$ cat src/rtl/cpu_ctrl_pkg.sv
// Shared encodings for the multi-cycle RV32I controller: opcodes, FSM states,
// ALU operations, datapath select values and trap causes.
package cpu_ctrl_pkg;

  localparam logic [6:0] OPC_LOAD   = 7'b0000011;
  localparam logic [6:0] OPC_OPIMM  = 7'b0010011;
  localparam logic [6:0] OPC_AUIPC  = 7'b0010111;
  localparam logic [6:0] OPC_STORE  = 7'b0100011;
  localparam logic [6:0] OPC_OP     = 7'b0110011;
  localparam logic [6:0] OPC_LUI    = 7'b0110111;
  localparam logic [6:0] OPC_BRANCH = 7'b1100011;
  localparam logic [6:0] OPC_JALR   = 7'b1100111;
  localparam logic [6:0] OPC_JAL    = 7'b1101111;

  typedef enum logic [2:0] {
    S_FETCH  = 3'd0,
    S_DECODE = 3'd1,
    S_EXEC   = 3'd2,
    S_MEM    = 3'd3,
    S_WB     = 3'd4,
    S_TRAP   = 3'd5,
    S_MULDIV = 3'd6
  } state_e;

  localparam logic [3:0] ALU_ADD  = 4'd0;
  localparam logic [3:0] ALU_SUB  = 4'd1;
  localparam logic [3:0] ALU_SLL  = 4'd2;
  localparam logic [3:0] ALU_SLT  = 4'd3;
  localparam logic [3:0] ALU_SLTU = 4'd4;
  localparam logic [3:0] ALU_XOR  = 4'd5;
  localparam logic [3:0] ALU_SRL  = 4'd6;
  localparam logic [3:0] ALU_SRA  = 4'd7;
  localparam logic [3:0] ALU_OR   = 4'd8;
  localparam logic [3:0] ALU_AND  = 4'd9;

  localparam logic [1:0] PC_PLUS4  = 2'd0;
  localparam logic [1:0] PC_BRANCH = 2'd1;
  localparam logic [1:0] PC_JALR   = 2'd2;

  localparam logic [1:0] WB_ALU = 2'd0;
  localparam logic [1:0] WB_MEM = 2'd1;
  localparam logic [1:0] WB_PC4 = 2'd2;

  localparam logic [1:0] A_RS1  = 2'd0;
  localparam logic [1:0] A_PC   = 2'd1;
  localparam logic [1:0] A_ZERO = 2'd2;

  localparam logic [1:0] B_RS2  = 2'd0;
  localparam logic [1:0] B_IMM  = 2'd1;
  localparam logic [1:0] B_FOUR = 2'd2;

  localparam logic [1:0] CAUSE_NONE    = 2'd0;
  localparam logic [1:0] CAUSE_ILLEGAL = 2'd1;
  localparam logic [1:0] CAUSE_TIMEOUT = 2'd2;

  // alt selects sub/sra; callers pass it only where the encoding allows it
  function automatic logic [3:0] alu_decode(input logic [2:0] f3, input logic alt);
    case (f3)
      3'b000:  return alt ? ALU_SUB : ALU_ADD;
      3'b001:  return ALU_SLL;
      3'b010:  return ALU_SLT;
      3'b011:  return ALU_SLTU;
      3'b100:  return ALU_XOR;
      3'b101:  return alt ? ALU_SRA : ALU_SRL;
      3'b110:  return ALU_OR;
      default: return ALU_AND;
    endcase
  endfunction

endpackage

$ cat src/rtl/branch_eval.sv
// Branch condition evaluation: maps RV32I branch func3 and the ALU compare
// flags to a taken bit. Unused func3 codes never take.
module branch_eval (
  input  logic [2:0] func3_i,
  input  logic       zero_i,
  input  logic       lt_i,
  input  logic       ltu_i,
  output logic       taken_o
);

  always_comb begin
    case (func3_i)
      3'b000:  taken_o = zero_i;
      3'b001:  taken_o = !zero_i;
      3'b100:  taken_o = lt_i;
      3'b101:  taken_o = !lt_i;
      3'b110:  taken_o = ltu_i;
      3'b111:  taken_o = !ltu_i;
      default: taken_o = 1'b0;
    endcase
  end

endmodule

$ cat src/rtl/multicycle_control.sv
// Multi-cycle RV32I control FSM (FETCH/DECODE/EXEC/MEM/WB/TRAP) with a memory
// wait timeout. Define MULDIV_EN to add RV32M sequencing via a MULDIV state.
module multicycle_control
  import cpu_ctrl_pkg::*;
#(
  parameter int WAIT_LIMIT = 16,
  parameter int WAIT_W     = 5,
  parameter int ALU_CTR_W  = 4
) (
  input  logic                 clk,
  input  logic                 rst,
  input  logic [31:0]          instr,
  input  logic                 alu_zero,
  input  logic                 alu_lt,
  input  logic                 alu_ltu,
  input  logic                 mem_ready,
`ifdef MULDIV_EN
  input  logic                 muldiv_done,
  output logic                 muldiv_start,
`endif
  output logic                 mem_req,
  output logic                 mem_we,
  output logic                 addr_sel,
  output logic [2:0]           rw_type,
  output logic                 ir_we,
  output logic                 pc_we,
  output logic [1:0]           pc_src,
  output logic [1:0]           alusrc_a,
  output logic [1:0]           alusrc_b,
  output logic [ALU_CTR_W-1:0] alu_ctr,
  output logic                 regwrite,
  output logic [1:0]           wb_sel,
  output logic                 trap,
  output logic [1:0]           trap_cause,
  output logic [2:0]           state_o
);

  localparam logic [WAIT_W-1:0] WAIT_LAST = WAIT_W'(WAIT_LIMIT - 1);

  state_e            state_q, state_d;
  logic [WAIT_W-1:0] wait_q, wait_d;
  logic [1:0]        cause_q, cause_d;

  logic [6:0] opcode, f7;
  logic [2:0] f3;
  logic       legal, taken;
  logic [1:0] dec_a, dec_b;
  logic [3:0] dec_op, alu_op;
  logic       unused_bits;

  assign opcode      = instr[6:0];
  assign f3          = instr[14:12];
  assign f7          = instr[31:25];
  assign unused_bits = ^{instr[24:15], instr[11:7]};

  branch_eval u_branch (
    .func3_i (f3),
    .zero_i  (alu_zero),
    .lt_i    (alu_lt),
    .ltu_i   (alu_ltu),
    .taken_o (taken)
  );

  always_comb begin
    legal = 1'b1;
    case (opcode)
      OPC_OP:     legal = (f7 == 7'b0000000) ||
                          (f7 == 7'b0100000 && (f3 == 3'b000 || f3 == 3'b101))
`ifdef MULDIV_EN
                          || (f7 == 7'b0000001)
`endif
                          ;
      OPC_OPIMM:  if (f3 == 3'b001)      legal = (f7 == 7'b0000000);
                  else if (f3 == 3'b101) legal = (f7 == 7'b0000000) || (f7 == 7'b0100000);
      OPC_LOAD:   legal = (f3 != 3'b011) && (f3 != 3'b110) && (f3 != 3'b111);
      OPC_STORE:  legal = !f3[2] && (f3 != 3'b011);
      OPC_BRANCH: legal = (f3[2:1] != 2'b01);
      OPC_JALR:   legal = (f3 == 3'b000);
      OPC_JAL, OPC_LUI, OPC_AUIPC: legal = 1'b1;
      default:    legal = 1'b0;
    endcase
  end

  // ALU operand/op selection; held from EXEC through WB so results stay stable
  always_comb begin
    dec_a  = A_RS1;
    dec_b  = B_RS2;
    dec_op = ALU_ADD;
    case (opcode)
      OPC_OP: begin
        dec_op = alu_decode(f3, f7[5]);
`ifdef MULDIV_EN
        if (f7 == 7'b0000001) dec_op = ALU_ADD;
`endif
      end
      OPC_OPIMM: begin
        dec_b  = B_IMM;
        dec_op = alu_decode(f3, (f3 == 3'b101) && f7[5]);
      end
      OPC_LUI:                       begin dec_a = A_ZERO; dec_b = B_IMM; end
      OPC_AUIPC, OPC_JAL:            begin dec_a = A_PC;   dec_b = B_IMM; end
      OPC_LOAD, OPC_STORE, OPC_JALR: dec_b = B_IMM;
      OPC_BRANCH:                    dec_op = ALU_SUB;
      default: ;
    endcase
  end

  always_comb begin
    mem_req  = 1'b0;
    mem_we   = 1'b0;
    addr_sel = 1'b0;
    rw_type  = 3'b000;
    ir_we    = 1'b0;
    pc_we    = 1'b0;
    pc_src   = PC_PLUS4;
    alusrc_a = A_RS1;
    alusrc_b = B_RS2;
    alu_op   = ALU_ADD;
    regwrite = 1'b0;
    wb_sel   = WB_ALU;
`ifdef MULDIV_EN
    muldiv_start = 1'b0;
`endif
    state_d  = state_q;
    cause_d  = cause_q;
    if (!rst) begin
      case (state_q)
        S_FETCH: begin
          mem_req  = 1'b1;
          alusrc_a = A_PC;
          alusrc_b = B_FOUR;
          if (mem_ready) begin
            ir_we   = 1'b1;
            pc_we   = 1'b1;
            state_d = S_DECODE;
          end else if (wait_q == WAIT_LAST) begin
            state_d = S_TRAP;
            cause_d = CAUSE_TIMEOUT;
          end
        end
        S_DECODE: begin
          if (legal) state_d = S_EXEC;
          else begin
            state_d = S_TRAP;
            cause_d = CAUSE_ILLEGAL;
          end
        end
        S_EXEC: begin
          alusrc_a = dec_a;
          alusrc_b = dec_b;
          alu_op   = dec_op;
          case (opcode)
            OPC_LOAD, OPC_STORE: state_d = S_MEM;
            OPC_BRANCH: begin
              pc_we   = taken;
              pc_src  = taken ? PC_BRANCH : PC_PLUS4;
              state_d = S_FETCH;
            end
            OPC_JAL:  begin pc_we = 1'b1; pc_src = PC_BRANCH; state_d = S_WB; end
            OPC_JALR: begin pc_we = 1'b1; pc_src = PC_JALR;   state_d = S_WB; end
            default:  state_d = S_WB;
          endcase
`ifdef MULDIV_EN
          if (opcode == OPC_OP && f7 == 7'b0000001) begin
            muldiv_start = 1'b1;
            state_d      = S_MULDIV;
          end
`endif
        end
        S_MEM: begin
          mem_req  = 1'b1;
          addr_sel = 1'b1;
          mem_we   = (opcode == OPC_STORE);
          rw_type  = f3;
          alusrc_a = dec_a;
          alusrc_b = dec_b;
          alu_op   = dec_op;
          if (mem_ready) state_d = (opcode == OPC_LOAD) ? S_WB : S_FETCH;
          else if (wait_q == WAIT_LAST) begin
            state_d = S_TRAP;
            cause_d = CAUSE_TIMEOUT;
          end
        end
        S_WB: begin
          regwrite = 1'b1;
          alusrc_a = dec_a;
          alusrc_b = dec_b;
          alu_op   = dec_op;
          case (opcode)
            OPC_LOAD:          wb_sel = WB_MEM;
            OPC_JAL, OPC_JALR: wb_sel = WB_PC4;
            default:           wb_sel = WB_ALU;
          endcase
          state_d = S_FETCH;
        end
`ifdef MULDIV_EN
        S_MULDIV: if (muldiv_done) state_d = S_WB;
`endif
        S_TRAP:  state_d = S_TRAP;
        default: state_d = S_FETCH;
      endcase
    end
  end

  // Counts unanswered request cycles; any state change or completion restarts it
  always_comb begin
    if (state_d != state_q || mem_ready) wait_d = '0;
    else if (mem_req)                    wait_d = wait_q + WAIT_W'(1);
    else                                 wait_d = wait_q;
  end

  always_ff @(posedge clk) begin
    if (rst) begin
      state_q <= S_FETCH;
      wait_q  <= '0;
      cause_q <= CAUSE_NONE;
    end else begin
      state_q <= state_d;
      wait_q  <= wait_d;
      cause_q <= cause_d;
    end
  end

  assign alu_ctr    = ALU_CTR_W'(alu_op);
  assign trap       = !rst && (state_q == S_TRAP);
  assign trap_cause = rst ? CAUSE_NONE : cause_q;
  assign state_o    = rst ? 3'd0 : state_q;

endmodule

$ cat config.mk
export PLATFORM = sky130hd
export DESIGN_NAME = multicycle_control
export DESIGN_NICKNAME = d
export VERILOG_FILES = /design/src/rtl/cpu_ctrl_pkg.sv /design/src/rtl/branch_eval.sv /design/src/rtl/multicycle_control.sv
export SDC_FILE = /design/constraint.sdc
export NUM_CORES = 1
export LEC_CHECK = 0
export CORE_MARGIN = 2
export CORE_UTILIZATION = 30
export DETAILED_ROUTE_END_ITERATION = 10
export PLACE_DENSITY = 0.74
export SYNTH_ARGS = -nofsm -noshare
export SYNTH_HDL_FRONTEND = slang
export SYNTH_SLANG_ARGS = --single-unit
$ cat constraint.sdc
create_clock -name clk -period 3.7 [get_ports clk]
set_clock_uncertainty 0.05 [all_clocks]
set_input_delay 1.11 -clock clk [delete_from_list [all_inputs] [get_ports clk]]
set_output_delay 1.11 -clock clk [all_outputs]
set_load 0.01 [all_outputs]
# Word-level counts from Yosys, hierarchy flattened
# Cells that the tools add are included.
dict set report classes {
  add_sub_neg 1
  eq_ne 31
  muxes 56
  n_reduce_logical 28
}
# operator count
set op_table {}
lappend op_table {{$pmux 4 s7} 2}
lappend op_table {{$eq 7x6->1 const B} 4}
lappend op_table {{$mux 3} 9}
lappend op_table {{$eq 7x7->1 const B} 3}
lappend op_table {{$mux 1} 20}
lappend op_table {{$mux 2} 10}
lappend op_table {{$pmux 2 s2} 5}
lappend op_table {{$eq 3x3->1 const B} 6}
lappend op_table {{$pmux 3 s5} 1}
lappend op_table {{$eq 7x5->1 const B} 2}
lappend op_table {{$eq 3x2->1 const B} 4}
lappend op_table {{$pmux 4 s3} 1}
lappend op_table {{$reduce_or 2->1} 5}
lappend op_table {{$mux 4} 2}
lappend op_table {{$eq 7x2->1 const B} 1}
lappend op_table {{$logic_not 7->1} 1}
lappend op_table {{$pmux 1 s7} 1}
lappend op_table {{$reduce_or 7->1} 1}
lappend op_table {{$eq 3x1->1 const B} 2}
lappend op_table {{$logic_and 1x1->1} 6}
lappend op_table {{$logic_not 3->1} 2}
lappend op_table {{$ne 3x3->1 const B} 2}
lappend op_table {{$pmux 1 s6} 1}
lappend op_table {{$pmux 2 s3} 1}
lappend op_table {{other kinds (13)} 24}
dict set report word_totals {
  regBits 10
  inputBits 38
  out_inout_bits 27
  elab_cells 119
}

# Depth between registers and ports, before layout
# Gate-level depths: netlist of the first run.
dict set report depth {
  word_depth 11
  depth_mapped 7
  mapped_depth_nobuf 7
}

# Cells and area by module
# A second synthesis of the first run with hierarchy kept.
dict set report unflattened {
  cells_unflattened 163
  hier_area_um2 1117.3
}
# module n_inst cells_each area_each_um2 seq_area_each_um2
set modules_own_cells {}
lappend modules_own_cells {multicycle_control 1 158 1077.3 200.2}
lappend modules_own_cells {branch_eval 1 5 40.0 0.0}

# Worst setup path before layout of the first run
# No wires, ideal clock.
dict set report synth_path {
  path_kind {input to output}
  startpoint {input instr[13]}
  endpoint {output pc_we}
  arrival_time_ns 2.423
  t_required_ns 2.540
  slack_ns 0.117
  path_stages 7
  path_buffers 1
  cell_sequence {buf_2 -> mux2i_1 -> xnor2_1 -> a21oi_1 -> or3_1 -> a21oi_1 -> or3_1}
}
dict set report synth_via {
  elab_chain_cells 5
  elab_cells_between_ends 10
  cone_classes {eq/ne (5); mux (4); reduce/logical (1)}
}
# element line
set synth_lines {}
lappend synth_lines {{start: declaration} multicycle_control.sv:12} ;# input logic [31:0] instr,
lappend synth_lines {{$eq 3x3->1, or another cell as far along} branch_eval.sv:12} ;# case (func3_i)
lappend synth_lines {{$pmux 1 s6 *} branch_eval.sv:12}
lappend synth_lines {{$pmux 1 s2 *} multicycle_control.sv:152} ;# case (opcode)
lappend synth_lines {{$pmux 1 s2 *} multicycle_control.sv:127} ;# case (state_q)
lappend synth_lines {{$mux 1 *} multicycle_control.sv:126} ;# if (!rst) begin
lappend synth_lines {{end: declaration} multicycle_control.sv:26} ;# output logic pc_we,
# Mark *: on every way between the ends. The rest lies on a longest branch, timed or not.

# Worst setup path in the final report of the first run
dict set report layout_path {
  startpoint {input instr[4]}
  endpoint {output alu_ctr[0]}
}
dict set report layout_via {
  elab_chain_cells 4
  elab_cells_between_ends 6
  cone_classes {eq/ne (3); mux (3)}
}
# element line
set layout_lines {}
lappend layout_lines {{$eq 7x7->1, or another cell as far along} multicycle_control.sv:89} ;# case (opcode)
lappend layout_lines {{$pmux 4 s3 *} multicycle_control.sv:89}
lappend layout_lines {{$mux 4 *} multicycle_control.sv:127}
lappend layout_lines {{$mux 4 *} multicycle_control.sv:126}
lappend layout_lines {{end: declaration} multicycle_control.sv:30} ;# output logic [ALU_CTR_W-1:0] alu_ctr,
# Marks and branches as above.

==> results.toml, run 1 <==
[clocking]
cts_buffers = 3
insertion_delay_ns = 0.23
cts_max_level = 1
clk_pin_slew_ns = 0.05
cts_root_buffer = "clkbuf_8"
cts.sinks = 10
cts_tree = "yes"
cts_hold_buf = 0
ctsLongestPathBuffers = 2

[power]
power_leakage_nw = 0.908
switchingPower_mw = 0.186
switching_share_pct = 35.3
cellPowerDensity_mw_per_mm2 = 253
irDropWorstVdd_v = 0.000246
pwr-share-comb_pct = 49.2
pwr-share-seq_pct = 25.1
p_clk_share_pct = 25.7
p_int_mw = 0.340

[detailed_routing]
wl_per_cell_um = 13.2
wl_um = 3940
num_vias = 1520
dr.pass1.iters = 4
vias_per_cell = 5.10
route.detailed.drc = 0
antenna_left = 0
drt_iter0_drc = 70

[yosys]
synth-simple-area-share_pct = 45.6
ys_types = 51
synth_cells = 164
syn_avg_cell_area_um2 = 7.17
ys_seq_area_share_pct = 17.0
synth_top_family_by_area = "simple AND/OR/NAND/NOR gates"
syn-cell-area_mm2 = 0.00118
postSynth.asyncResetShare_pct = 0
synthMuxAreaShare_pct = 1.70
synth_fa_ha_area_share_pct = 2.13
ys_ff_latch = 10
synth-edff-count = 0
synthFlopType = "dfxtp_1"
synth_xor_area_share_pct = 4.47
synth_compound_area_share_pct = 24.0
ys_warn_count = 0
syn_nets = 204

[grt]
track_usage_pct = 18.5
grt_pass1_wl_um = 6440
grt_pass1_vias = 1471
grt_overflow = 0
grt_max_degree = 15
antenna_found_initial = 0

[worst_setup_path]
critPathKind = "primary input to output pin"
worstPathCellList = "clkbuf_2 > or2b_1 > nor2_4 > a311oi_2 > a2111oi_2 > nor2_1 > nor3_1 > buf_2"
r2r-start = "wait_q[0]"
cpPeakStageDelay_ns = 0.34
cp_top_family = "simple AND/OR/NAND/NOR gates"
worst_path_max_delay_cell = "a2111oi_2"
required_ns = 2.54
critPathArrivalTime_ns = 2.49
crit_path_start = "instr[4]"
r2r_slack_ns = 1.63
timing.critical_path.buf_inv = 2
critPathMaxFanout = 2
cp-end-kind = "output pin"
worstSetupStartpointType = "primary input"

[placement]
pre_cts_slack_ns = -0.820
dp.cells = 286
dpl-instance-area_mm2 = 0.00193
io_buffer_count = 49
gp_congestion = 0.899
dp_hpwl_um = 2900

[hold_path]
min_from = "cause_q[0]"
hold_class = "flop to flop"

[floorplanning]
die_h_um = 66.6
dieArea_mm2 = 0.00444
fp.coreArea_mm2 = 0.00372
start_util_pct = 31.6
rows = 22
ios = 65
die_w_um = 66.6

[timing]
hold_viol_final = 0
slew_headroom_pct = 73.4
tightestPinTransition_ns = 0.399
drv_slew = 0
worst_slack_ns = 0.0530
fmax_mhz = 274
setup_viol_count_final = 0
fin_crit_ns = 3.65
fin_crit_sh_pct = 98.6

[final_layout]
final_cells = 298
final_cell_area_mm2 = 0.00207
drive_gt1_share_pct = 35.2
syn_to_final_growth_pct = 76.3
final_nets = 291
diodes = 0

[status]
status = "finished clean"

[run]
max_cap_viol_count = 0
## sequential cells by signal (all words and copies together), names as in the netlist
signal	count
cause_q	2
wait_q	5
state_q	3
## power by group through the flow
stage | Sequential, mW | Combinational [mW] | Clock (mW)
final | 0.132 | 0.259 | 0.135
after global routing | 0.133 | 0.283 | 0.145
after CTS | 0.130 | 0.254 | 0.137
after detailed placement | 0.132 | 0.252 | 0
after global placement | 0.132 | 0.250 | 0
after floorplan | 0.126 | 0.141 | 0
## per-layer routing
metal | wire (um) | vias to the layer above | part of all wire (%) | global-route usage (%)
met3 | 227 | 0 | 5.8 | 3.55
met2 | 1830 | 47 | 46 | 30.9
li1 | - | 773 | - | -
met1 | 1880 | 700 | 48 | 25.3
met5 | 0 | - | 0 | 0
met4 | 0 | 0 | 0 | 2.04
## worst reg2reg max path: cells and delay by family, from the launching register on
kind                       cells  cell delay, ns
and+or+nand+nor                3            0.50
AOI/OAI and AO/OA              2            0.68
adders and majority gates      2            0.43
DFF                            1            0.33
## per-stage QoR
step	setup TNS [ns]	total power, mW	hold WS (ns)	utilization (%)
2_1_floorplan	0	0.267	0.399	-
3_3_place_gp	-7.67	0.381	0.411	52.0
3_5_place_dp	-7.87	0.384	0.416	52.0
6_report	0	0.525	0.422	55.8
5_1_grt	-0.0218	0.561	0.453	55.8
4_1_cts	-0.147	0.522	0.425	55.0
## cell usage after synthesis (3+ instances only)
library cell / number / area share (%)
nor2b_1: 8 / 4.3
o21ai_0: 8 / 3.4
nand2_1: 13 / 4.1
xnor2_1: 3 / 2.2
a21oi_1: 9 / 3.8
nor3_1: 8 / 3.4
inv_1: 3 / 0.96
nand4_1: 3 / 1.6
and3_1: 7 / 3.7
clkbuf_1: 4 / 1.3
nor2_1: 26 / 8.3
dfxtp_1: 10 / 17
xor2_1: 3 / 2.2
nand3_1: 5 / 2.1
and2_1: 3 / 1.6
## placed cells by master (no fill, tap or decap), types with 3 or more instances in the layout
cell and count:
inv_1 3, buf_2 10, dfxtp_1 10, nand2_1 13, xnor2_1 3, nand4_1 3
dlygate4sd2_1 8, clkdlybuf4s15_1 4, nor2b_1 8, buf_4 35, xor2_1 3, nand3_1 5
nor2_1 24, clkdlybuf4s15_2 3, buf_6 6, clkdlybuf4s50_1 18, o21ai_0 7, a21oi_1 8
and3_1 5, clkbuf_2 3, dlymetal6s2s_1 3, clkbuf_8 4, and2_1 3, nor3_1 6
## final cells by class
cell class,instances,area (um^2)
fill,348,1640
multi-input combinational,142,986
timing repair buffer,90,757
sequential,10,200
tap,48,60.1
clock buffer,4,55.1
inverter,4,15.0
## kinds of logic (layout without fill, tap and decap cells)
kind of cell               Yosys count  count (layout)
and+or+nand+nor                     95              95
muxes                                2               2
AOI/OAI and AO/OA                   37              37
adders and majority gates            2               2
buffers and inverters               12              98
xor gates and xnor gates             6               6
DFF                                 10              10
## what timing repair did
action                     in CTS  in global routing
setup endpoints to repair      22                 17
pin swaps                      14                 12
gates resized for setup        80                 19
setup buffers                   6                  2
## final timing paths
check	endpoint	cells past startpoint
worst max register to register	wait_q[4]	7
worst min register to register	cause_q[0]	2
worst max-delay path	alu_ctr[0]	8
worst min-delay path	cause_q[0]	2
Note: power is estimated with default switching activity, not from simulation.
==> run 2: changes to the inputs <==
- CELL_PAD_IN_SITES_DETAIL_PLACEMENT: default -> 0
- CELL_PAD_IN_SITES_GLOBAL_PLACEMENT: default -> 1
- CORE_UTILIZATION: 30 -> 26
- PLACE_DENSITY: 0.74 -> 0.89
==> run 2 against run 1 <==
- global-route usage is 2.6 points lower
- first-iteration DRC count is 16% higher
- critical path depth is 1 lower
- design area is 0.85% lower
- clock power hardly changed
- power is 0.64% higher
- largest cell class unchanged
==> results.toml, run 2 (synthesized netlist as in run 1, its figures left out) <==
[status]
status = "finished clean"

[detailed_routing]
route.detailed.drc = 0
wl_um = 3910
vias_per_cell = 5.08
num_vias = 1523
drt_iter0_drc = 81
antenna_left = 0
wl_per_cell_um = 13.0
dr.pass1.iters = 4

[placement]
pre_cts_slack_ns = -0.749
gp_congestion = 0.809
dp.cells = 289
io_buffer_count = 49
dp_hpwl_um = 3000

[floorplanning]
ios = 65
dieArea_mm2 = 0.00508
rows = 24
die_w_um = 71.3
die_h_um = 71.3
fp.coreArea_mm2 = 0.00435
start_util_pct = 27.0

[clocking]
cts.sinks = 10
cts_buffers = 3
cts_hold_buf = 0
ctsLongestPathBuffers = 2
cts_root_buffer = "clkbuf_8"
cts_max_level = 1
clk_pin_slew_ns = 0.05
cts_tree = "yes"
insertion_delay_ns = 0.23

[grt]
grt_use_met1_pct = 22.5
grt.met2_usage_pct = 25.2
top_usage_layer = "met2"
grt_pass1_vias = 1490
antenna_found_initial = 0
grt_max_degree = 15
track_usage_pct = 15.8
grt_pass1_wl_um = 6640
met3_usage_pct = 2.81
grt_overflow = 0

[timing]
hold_viol_final = 0
setup_tns_ns = 0
setup_viol_count_final = 0
tightestPinTransition_ns = 0.395
fin_crit_sh_pct = 98.7
worst_slack_ns = 0.0497
fin_crit_ns = 3.65
slew_headroom_pct = 73.4
fmax_mhz = 274
drv_slew = 0

[hold_path]
hold_class = "flop to flop"
holdPathStages = 2

[worst_setup_path]
r2r-end = "wait_q[4]"
cp-end-kind = "output pin"
crit_end = "wb_sel[0]"
r2r-start = "wait_q[0]"
critPathArrivalTime_ns = 2.49
r2r_slack_ns = 1.62
worstPathCellList = "clkdlybuf4s15_1 > nand4bb_4 > buf_4 > buf_4 > nor3_4 > nor3b_1 > clkdlybuf4s15_1"
worstSetupStartpointType = "primary input"
cpPeakStageDelay_ns = 0.28
required_ns = 2.54
crit_path_start = "instr[3]"
reg2reg_depth = 7
critPathMaxFanout = 5
critPathKind = "primary input to output pin"
worst_path_max_delay_cell = "clkdlybuf4s15_1"

[power]
irDropWorstVdd_v = 0.000169
cellPowerDensity_mw_per_mm2 = 257
power.total_mw = 0.529
power_leakage_nw = 0.885

[final_layout]
layout_commonest_cell = "buf_4"
final_cell_mix = "36 x buf_4, 25 x nor2_1, 15 x clkdlybuf4s50_1, 14 x dlygate4sd2_1, 13 x nand2_1"
final_cells = 300
postLayoutCoreUtil_pct = 47.2
largestRegisters = "wait_q x5, state_q x3, cause_q x2"
largest_reg_flops = 5
fill_cells = 429
regMostFlops = "wait_q"
syn_to_final_growth_pct = 74.8
drive_gt1_share_pct = 32.3
final_nets = 289
diodes = 0

[run]
max_cap_viol_count = 0
[run 2: cell types whose count changed in the layout (fill, tap and decap cells not counted), moves of 2 or more]
cell and delta:
dlygate4sd2_1 +6, clkdlybuf4s15_1 +5, buf_2 -4, buf_6 -3, clkdlybuf4s50_1 -3, dlymetal6s2s_1 -3
clkdlybuf4s15_2 -2
[run 2: what timing repair did]
| action | 4_1_cts | 5_1_grt |
|---|---|---|
| pin swaps | 15 | 7 |
| cloned | 0 | 0 |
| resized for setup | 72 | 19 |
| buffers inserted | 6 | 1 |
| endpoints found under the setup margin | 22 | 7 |
[run 2: area by class of cell]
class	count	area [um^2]	share of cell area [%]
inverter	4	15.0	0.730
multi-input combinational	142	992	48.3
clock buffer	4	55.1	2.68
sequential	10	200	9.74
timing repair buffer	88	728	35.4
tap	52	65.1	3.16
[run 2: metal layers]
metal / up-vias / wire, um / share of wire (%)
met1: 706 / 1880 / 48
met5: - / 0 / 0
li1: 771 / - / -
met4: 0 / 39 / 1.0
met2: 42 / 1810 / 46
met3: 4 / 183 / 4.7
[run 2: critical path: cells and delay by family]
family                 cells  cell delay, ns
and+or+nand+nor            3            0.61
buffers and inverters      4            0.77
[run 2: report_power, final]
group / internal (mW) / switching [mW]
Combinational: 0.129 / 0.135
Sequential: 0.119 / 0.0105
Clock: 0.0934 / 0.0417
Total: 0.341 / 0.187
[run 2: how the worst min path moves through the flow]
| stage | slack [ns] | to | start |
|---|---|---|---|
| finish | 0.42 | cause_q[0] | cause_q[0] |
| CTS | 0.43 | cause_q[0] | cause_q[0] |
| floorplan | 0.40 | cause_q[0] | cause_q[0] |
| global route | 0.45 | cause_q[0] | cause_q[0] |
| global placement | 0.41 | cause_q[0] | cause_q[0] |
| detailed placement | 0.42 | cause_q[0] | cause_q[0] |
[run 2: stage by stage]
| stage | instance area (um^2) | hold WS, ns |
|---|---|---|
| global placement | 1930 | 0.412 |
| global route | 2060 | 0.452 |
| floorplan | 1180 | 0.399 |
| detailed placement | 1930 | 0.422 |
| CTS | 2030 | 0.429 |
| finish | 2060 | 0.420 |
